===== config.mk =====
export PLATFORM = sky130hd
export DESIGN_NAME = invader_march_flat
export DESIGN_NICKNAME = d
export VERILOG_FILES = /design/src/rtl/march_pkg.sv /design/src/rtl/invader_march_if.sv /design/src/rtl/march_bounds.sv /design/src/rtl/invader_march.sv /design/src/flat_wrapper.sv
export SDC_FILE = /design/constraint.sdc
export NUM_CORES = 1
export LEC_CHECK = 0
export CELL_PAD_IN_SITES_DETAIL_PLACEMENT = 1
export CELL_PAD_IN_SITES_GLOBAL_PLACEMENT = 1
export CORE_MARGIN = 10
export CORE_UTILIZATION = 41
export CTS_BUF_LIST = sky130_fd_sc_hd__clkbuf_8 sky130_fd_sc_hd__clkbuf_16
export DETAILED_ROUTE_END_ITERATION = 10
export PLACE_DENSITY = 0.94
export REMOVE_ABC_BUFFERS = 1
export SYNTH_ARGS = -nofsm -noshare
export SYNTH_HDL_FRONTEND = slang
export SYNTH_SLANG_ARGS = --single-unit

===== constraint.sdc =====
create_clock -name clk -period 4.84 [get_ports clk]
set_clock_uncertainty 0.1 [all_clocks]
set_input_delay 0.968 -clock clk [delete_from_list [all_inputs] [get_ports clk]]
set_output_delay 0.968 -clock clk [all_outputs]
set_load 0.03 [all_outputs]

===== src/rtl/march_pkg.sv =====
// march_pkg: shared state encoding, screen extents and widths for the invader march block.
package march_pkg;
  typedef enum logic [1:0] {IDLE, MARCH, LANDED} state_t;
  localparam int SCREEN_W = 640;
  localparam int SCREEN_H = 480;
  localparam int COL_W = 3;
  localparam int POS_W = 10;
  localparam int EDGE_W = 11;
endpackage


===== src/rtl/invader_march_if.sv =====
// invader_march_if: march control inputs and formation position outputs; anim_frame only with MARCH_ANIM_EN.
interface invader_march_if;
  import march_pkg::*;
  logic tick;
  logic start;
  logic empty;
  logic [COL_W-1:0] left_col;
  logic [COL_W-1:0] right_col;
  logic [POS_W-1:0] x_pos;
  logic [POS_W-1:0] y_pos;
  logic dir;
  logic step_pulse;
  logic landed;
`ifdef MARCH_ANIM_EN
  logic anim_frame;
  modport master (output tick, start, empty, left_col, right_col, input x_pos, y_pos, dir, step_pulse, landed, anim_frame);
  modport slave (input tick, start, empty, left_col, right_col, output x_pos, y_pos, dir, step_pulse, landed, anim_frame);
`else
  modport master (output tick, start, empty, left_col, right_col, input x_pos, y_pos, dir, step_pulse, landed);
  modport slave (input tick, start, empty, left_col, right_col, output x_pos, y_pos, dir, step_pulse, landed);
`endif
endinterface


===== src/rtl/march_bounds.sv =====
// march_bounds: flags when the next horizontal step would push the live formation past the playfield edge.
module march_bounds
  import march_pkg::*;
#(
  parameter int unsigned X_MIN = 8,
  parameter int unsigned X_MAX = 631,
  parameter int unsigned STEP_X = 4,
  parameter int unsigned COL_PITCH = 16,
  parameter int unsigned INV_W = 12
) (
  input  logic [POS_W-1:0] x_pos,
  input  logic [COL_W-1:0] left_col,
  input  logic [COL_W-1:0] right_col,
  input  logic             dir,
  output logic             edge_hit
);
  logic [EDGE_W-1:0] l, r;
  assign l = EDGE_W'(x_pos) + EDGE_W'(left_col) * EDGE_W'(COL_PITCH);
  assign r = EDGE_W'(x_pos) + EDGE_W'(right_col) * EDGE_W'(COL_PITCH) + EDGE_W'(INV_W - 1);
  assign edge_hit = dir ? (r + EDGE_W'(STEP_X) > EDGE_W'(X_MAX)) : (l < EDGE_W'(X_MIN + STEP_X));
endmodule


===== src/rtl/invader_march.sv =====
// invader_march: steps the alien formation per tick, descending and reversing at edges; MARCH_ANIM_EN adds anim_frame.
module invader_march
  import march_pkg::*;
#(
  parameter int unsigned X_START = 64,
  parameter int unsigned Y_START = 48,
  parameter int unsigned X_MIN = 8,
  parameter int unsigned X_MAX = SCREEN_W - 9,
  parameter int unsigned STEP_X = 4,
  parameter int unsigned STEP_Y = 8,
  parameter int unsigned Y_LAND = SCREEN_H - 80,
  parameter int unsigned COL_PITCH = 16,
  parameter int unsigned INV_W = 12
) (
  input logic clk,
  input logic rst,
  invader_march_if.slave bus
);
  state_t state, state_n;
  logic [POS_W-1:0] x_q, y_q, x_n, y_n;
  logic dir_q, dir_n, step_q, step_n, edge_hit;
  march_bounds #(.X_MIN(X_MIN), .X_MAX(X_MAX), .STEP_X(STEP_X), .COL_PITCH(COL_PITCH), .INV_W(INV_W)) u_bounds (
    .x_pos(x_q), .left_col(bus.left_col), .right_col(bus.right_col), .dir(dir_q), .edge_hit(edge_hit)
  );
  always_ff @(posedge clk) begin
    if (!rst) begin
      state <= IDLE;
      x_q <= POS_W'(X_START);
      y_q <= POS_W'(Y_START);
      dir_q <= 1'b1;
      step_q <= 1'b0;
    end else begin
      state <= state_n;
      x_q <= x_n;
      y_q <= y_n;
      dir_q <= dir_n;
      step_q <= step_n;
    end
  end
  // start outranks a coincident tick, so a reload never also steps
  always_comb begin
    state_n = state;
    x_n = x_q;
    y_n = y_q;
    dir_n = dir_q;
    step_n = 1'b0;
    if (bus.start) begin
      state_n = MARCH;
      x_n = POS_W'(X_START);
      y_n = POS_W'(Y_START);
      dir_n = 1'b1;
    end else if (state == MARCH && bus.tick && !bus.empty) begin
      step_n = 1'b1;
      x_n = edge_hit ? x_q : dir_q ? x_q + POS_W'(STEP_X) : x_q - POS_W'(STEP_X);
      y_n = edge_hit ? y_q + POS_W'(STEP_Y) : y_q;
      dir_n = dir_q ^ edge_hit;
      state_n = (y_n >= POS_W'(Y_LAND)) ? LANDED : MARCH;
    end
  end
  assign bus.x_pos = x_q;
  assign bus.y_pos = y_q;
  assign bus.dir = dir_q;
  assign bus.step_pulse = step_q;
  assign bus.landed = state == LANDED;
`ifdef MARCH_ANIM_EN
  logic anim_q;
  always_ff @(posedge clk) begin
    if (!rst || bus.start) anim_q <= 1'b0;
    else if (step_n) anim_q <= ~anim_q;
  end
  assign bus.anim_frame = anim_q;
`endif
endmodule


===== src/flat_wrapper.sv =====
// flat-port wrapper written by rule: the top's interface ports become plain ports
module invader_march_flat import march_pkg::*;
#(
  parameter int unsigned X_START = 64,
  parameter int unsigned Y_START = 48,
  parameter int unsigned X_MIN = 8,
  parameter int unsigned X_MAX = SCREEN_W - 9,
  parameter int unsigned STEP_X = 4,
  parameter int unsigned STEP_Y = 8,
  parameter int unsigned Y_LAND = SCREEN_H - 80,
  parameter int unsigned COL_PITCH = 16,
  parameter int unsigned INV_W = 12
)
  (clk, rst, bus_tick, bus_start, bus_empty, bus_left_col, bus_right_col, bus_x_pos, bus_y_pos, bus_dir, bus_step_pulse, bus_landed);
  invader_march_if bus_i ();
  input logic clk;
  input logic rst;
  input wire logic [$bits(bus_i.tick)-1:0] bus_tick;
  input wire logic [$bits(bus_i.start)-1:0] bus_start;
  input wire logic [$bits(bus_i.empty)-1:0] bus_empty;
  input wire logic [$bits(bus_i.left_col)-1:0] bus_left_col;
  input wire logic [$bits(bus_i.right_col)-1:0] bus_right_col;
  output wire logic [$bits(bus_i.x_pos)-1:0] bus_x_pos;
  output wire logic [$bits(bus_i.y_pos)-1:0] bus_y_pos;
  output wire logic [$bits(bus_i.dir)-1:0] bus_dir;
  output wire logic [$bits(bus_i.step_pulse)-1:0] bus_step_pulse;
  output wire logic [$bits(bus_i.landed)-1:0] bus_landed;
  assign bus_i.tick = bus_tick;
  assign bus_i.start = bus_start;
  assign bus_i.empty = bus_empty;
  assign bus_i.left_col = bus_left_col;
  assign bus_i.right_col = bus_right_col;
  assign bus_x_pos = bus_i.x_pos;
  assign bus_y_pos = bus_i.y_pos;
  assign bus_dir = bus_i.dir;
  assign bus_step_pulse = bus_i.step_pulse;
  assign bus_landed = bus_i.landed;
  invader_march #(.X_START(X_START), .Y_START(Y_START), .X_MIN(X_MIN), .X_MAX(X_MAX), .STEP_X(STEP_X), .STEP_Y(STEP_Y), .Y_LAND(Y_LAND), .COL_PITCH(COL_PITCH), .INV_W(INV_W)) u_core (.clk(clk), .rst(rst), .bus(bus_i));
endmodule

==> results_dict.tcl <==
set metrics [dict create \
    status "finished clean" \
    setup_viol 0 \
    critPathCaptureType "register" \
    boundaryPins 34 \
    seq_area_frac_synth_pct 23.1 \
    cts_resized 0 \
    ys_async_sr_fraction_pct 0 \
    htree_levels 1 \
    drtIter0Drc 159 \
    dp_hpwl_mm 3.69 \
    antenna_cells 0 \
    comb_power_share_pct 13.8 \
    synth_area_sq_mm 0.00165 \
    cp_max_fo 16 \
    yosys.area.top_type_share_pct 23.1 \
    hold_viol_final 0 \
    syn_to_final_growth_pct 19.2 \
    synth.avg_cell_area_sq_um 8.28 \
    seq_power_share_pct 51.0 \
    crit_required_ns 4.89 \
    swShare_pct 25.3 \
    p_int_mw 0.233 \
    design.die.area_sq_mm 0.00695 \
    min_period_over_period_pct 80.2 \
    port-buffer-count 28 \
    route.detailed.drc 0 \
    fin_util_pct 52.1 \
    cts_setup_buffers 0 \
    drt-total-wl_mm 4.77 \
    wl_per_cell_microns 17.6 \
    min_period_ns 3.88 \
    stdcell_count 270 \
    cts_hold_buf 0 \
    drive_gt1_share_pct 3.60 \
    rows 22 \
    dpl.cell_count 266 \
    ant_nets 0 \
    track_usage_pct 13.3 \
    fmax_ghz 0.257 \
    clk_latency_ns 0.26 \
    cts_made_buffers 3 \
    synth_area_leaders "dfxtp_1 (23%), ha_1 (11%), xnor2_1 (5.8%), nor2_1 (3.9%), a21oi_1 (3.6%)" \
    layout.nets 251 \
    synth_ff_type "dfxtp_1" \
    clkSinkCount 19 \
    root_buffer "clkbuf_8" \
    path_class "in2reg" \
    clockBufferDepth 2 \
    fin_tns_setup_ns 0 \
    initial_core_util_pct 43.7 \
    grt_pass1_wl_mm 8.01 \
    fillers 482 \
    slew_viol_final 0 \
    cap_viol_max_count 0 \
    ys_types 51 \
    slew_headroom_pct 61.5 \
    fp.dieH_microns 83.4 \
    viasPerCell 5.67 \
    min_path_type "reg2reg" \
    hold_ws_ns 0.480 \
    core_area_sq_mm 0.00377 \
    grtUsageMet2_pct 23.7 \
    synth-edff-count 0 \
    grt_max_degree 17 \
    tightest_slew_ns 0.578 \
    grt_overflow_total 0 \
    p_per_area_mw_per_mm2 159 \
    place.gp.congestion 0.799 \
    p_switching_mw 0.0793 \
    grt_setup_unrepaired "no" \
    clk_pin_slew_ns 0.08 \
    met3_usage_pct 2.54 \
    grt_antenna_before_repair 0 \
    num_vias 1531 \
    drtPass1Iterations 4 \
    clkPwrFrac_pct 35.2 \
    yosysTopAreaCell "dfxtp_1" \
    globalRouteMet1Util_pct 15.7 \
    grt.busiest_layer "met2" \
    startpoint_type "input pin" \
    cp.arrival_ns 3.94 \
    yosysWarnings 0 \
    cts_tree "yes" \
    die_x_microns 83.4 \
    grt_pass1_vias 1617 \
    ys_seq_elements 19 \
    leakage_nw 0.746 \
    ir_worst_vdd_uv 108 \
    syn_inst 199 \
]
-- worst paths after layout --
check	cells past startpoint	startpoint	endpoint	slack [ns]
setup / recovery	10	bus_left_col[0]	u_core.state[0]	0.96
hold / removal	2	u_core.bus.y_pos[3]	u_core.bus.y_pos[3]	0.48
setup reg to reg	9	u_core.bus.x_pos[4]	u_core.state[0]	1.66
hold reg to reg	2	u_core.bus.y_pos[3]	u_core.bus.y_pos[3]	0.48
-- per-layer routing --
| layer | wire length [microns] | vias to the layer above |
|---|---|---|
| met5 | 0 | - |
| li1 | - | 757 |
| met3 | 151 | 6 |
| met4 | 67 | 0 |
| met2 | 2460 | 29 |
| met1 | 2090 | 739 |
-- registers in the layout, summed over array words and instances (netlist names) --
register               flops
u_core.bus.step_pulse      1
u_core.bus.dir             1
u_core.bus.y_pos           7
u_core.state               2
u_core.bus.x_pos           8
-- area by class of cell --
cell class                 count  area, sq um  share of cell area (%)
clock buffer                   3         41.3                    2.10
inverter                       9         33.8                    1.72
timing repair buffer          29          288                    14.6
clock inverter                 1         5.00                   0.255
tap                           48         60.1                    3.06
sequential                    19          380                    19.4
multi-input combinational    161         1160                    58.9
-- cell usage after synthesis (all sizes together) (3+ instances only) --
master and count:
a211oi 4, xor2 5, nand2 15, nand3 4
and2 5, dfxtp 19, xnor2 11, a21o 3
ha 15, o22ai 3, nor2b 4, clkbuf 4
buf 10, o21a 3, nor3 6, nand4 5
mux2i 3, o21ai 5, a21oi 12, nand2b 4
inv 9, nor2 18, a31oi 3
-- power groups by stage --
stage | sequential (mW) | combinational [mW] | clock, mW
floorplan | 0.163 | 0.0253 | 0
global placement | 0.163 | 0.0416 | 0
detailed placement | 0.163 | 0.0428 | 0
CTS | 0.159 | 0.0432 | 0.113
global route | 0.160 | 0.0476 | 0.120
finish | 0.159 | 0.0433 | 0.110
-- logic make-up (layout without fill, tap and decap cells) --
logic type                 after synthesis  after routing  synth area share (%)
DFF                                     19             19                  23.1
other                                    1              5                 0.228
xor gates and xnor gates                16             16                  8.50
and+or+nand+nor                         71             71                  22.8
buffers and inverters                   23             42                  7.67
muxes                                    3              3                  1.82
AOI/OAI and AO/OA                       49             49                  22.1
adders and majority gates               17             17                  13.8
-- critical path, stage by stage --
cell	delay (ns)
clkdlybuf4s50_1	0.47
ha_1	0.18
inv_1	0.06
fa_1	0.47
or4b_1	0.43
a211oi_1	0.36
o221a_4	0.38
and3_1	0.19
o221ai_1	0.16
a32o_1	0.26
-- through the flow --
step	area (sq um)	setup slack, ns	power (mW)
floorplan	1570	1.38	0.189
global placement	1920	0.825	0.204
detailed placement	1920	0.678	0.206
CTS	1960	0.949	0.315
global route	1960	0.793	0.327
finish	1960	0.956	0.313
-- cells in the final DEF, fill, tap and decap left out, types with 2 or more instances in the layout --
cell / instances
clkdlybuf4s50_1: 28
dfxtp_1: 19
nor2_1: 17
nand2_1: 15
ha_1: 15
a21oi_1: 12
xnor2_1: 11
inv_1: 9
nor3_1: 6
and2_1: 5
o21ai_0: 5
nand4_1: 5
xor2_1: 5
conb_1: 5
nor2b_1: 4
a211oi_1: 4
nand2b_1: 4
nand3_1: 4
o22ai_1: 3
o21a_1: 3
a21o_1: 3
mux2i_1: 3
clkbuf_8: 3
a31oi_1: 2
a211o_1: 2
o21bai_1: 2
o311ai_0: 2
o2111ai_1: 2
fa_1: 2
Note: power is estimated with default switching activity, not from simulation.
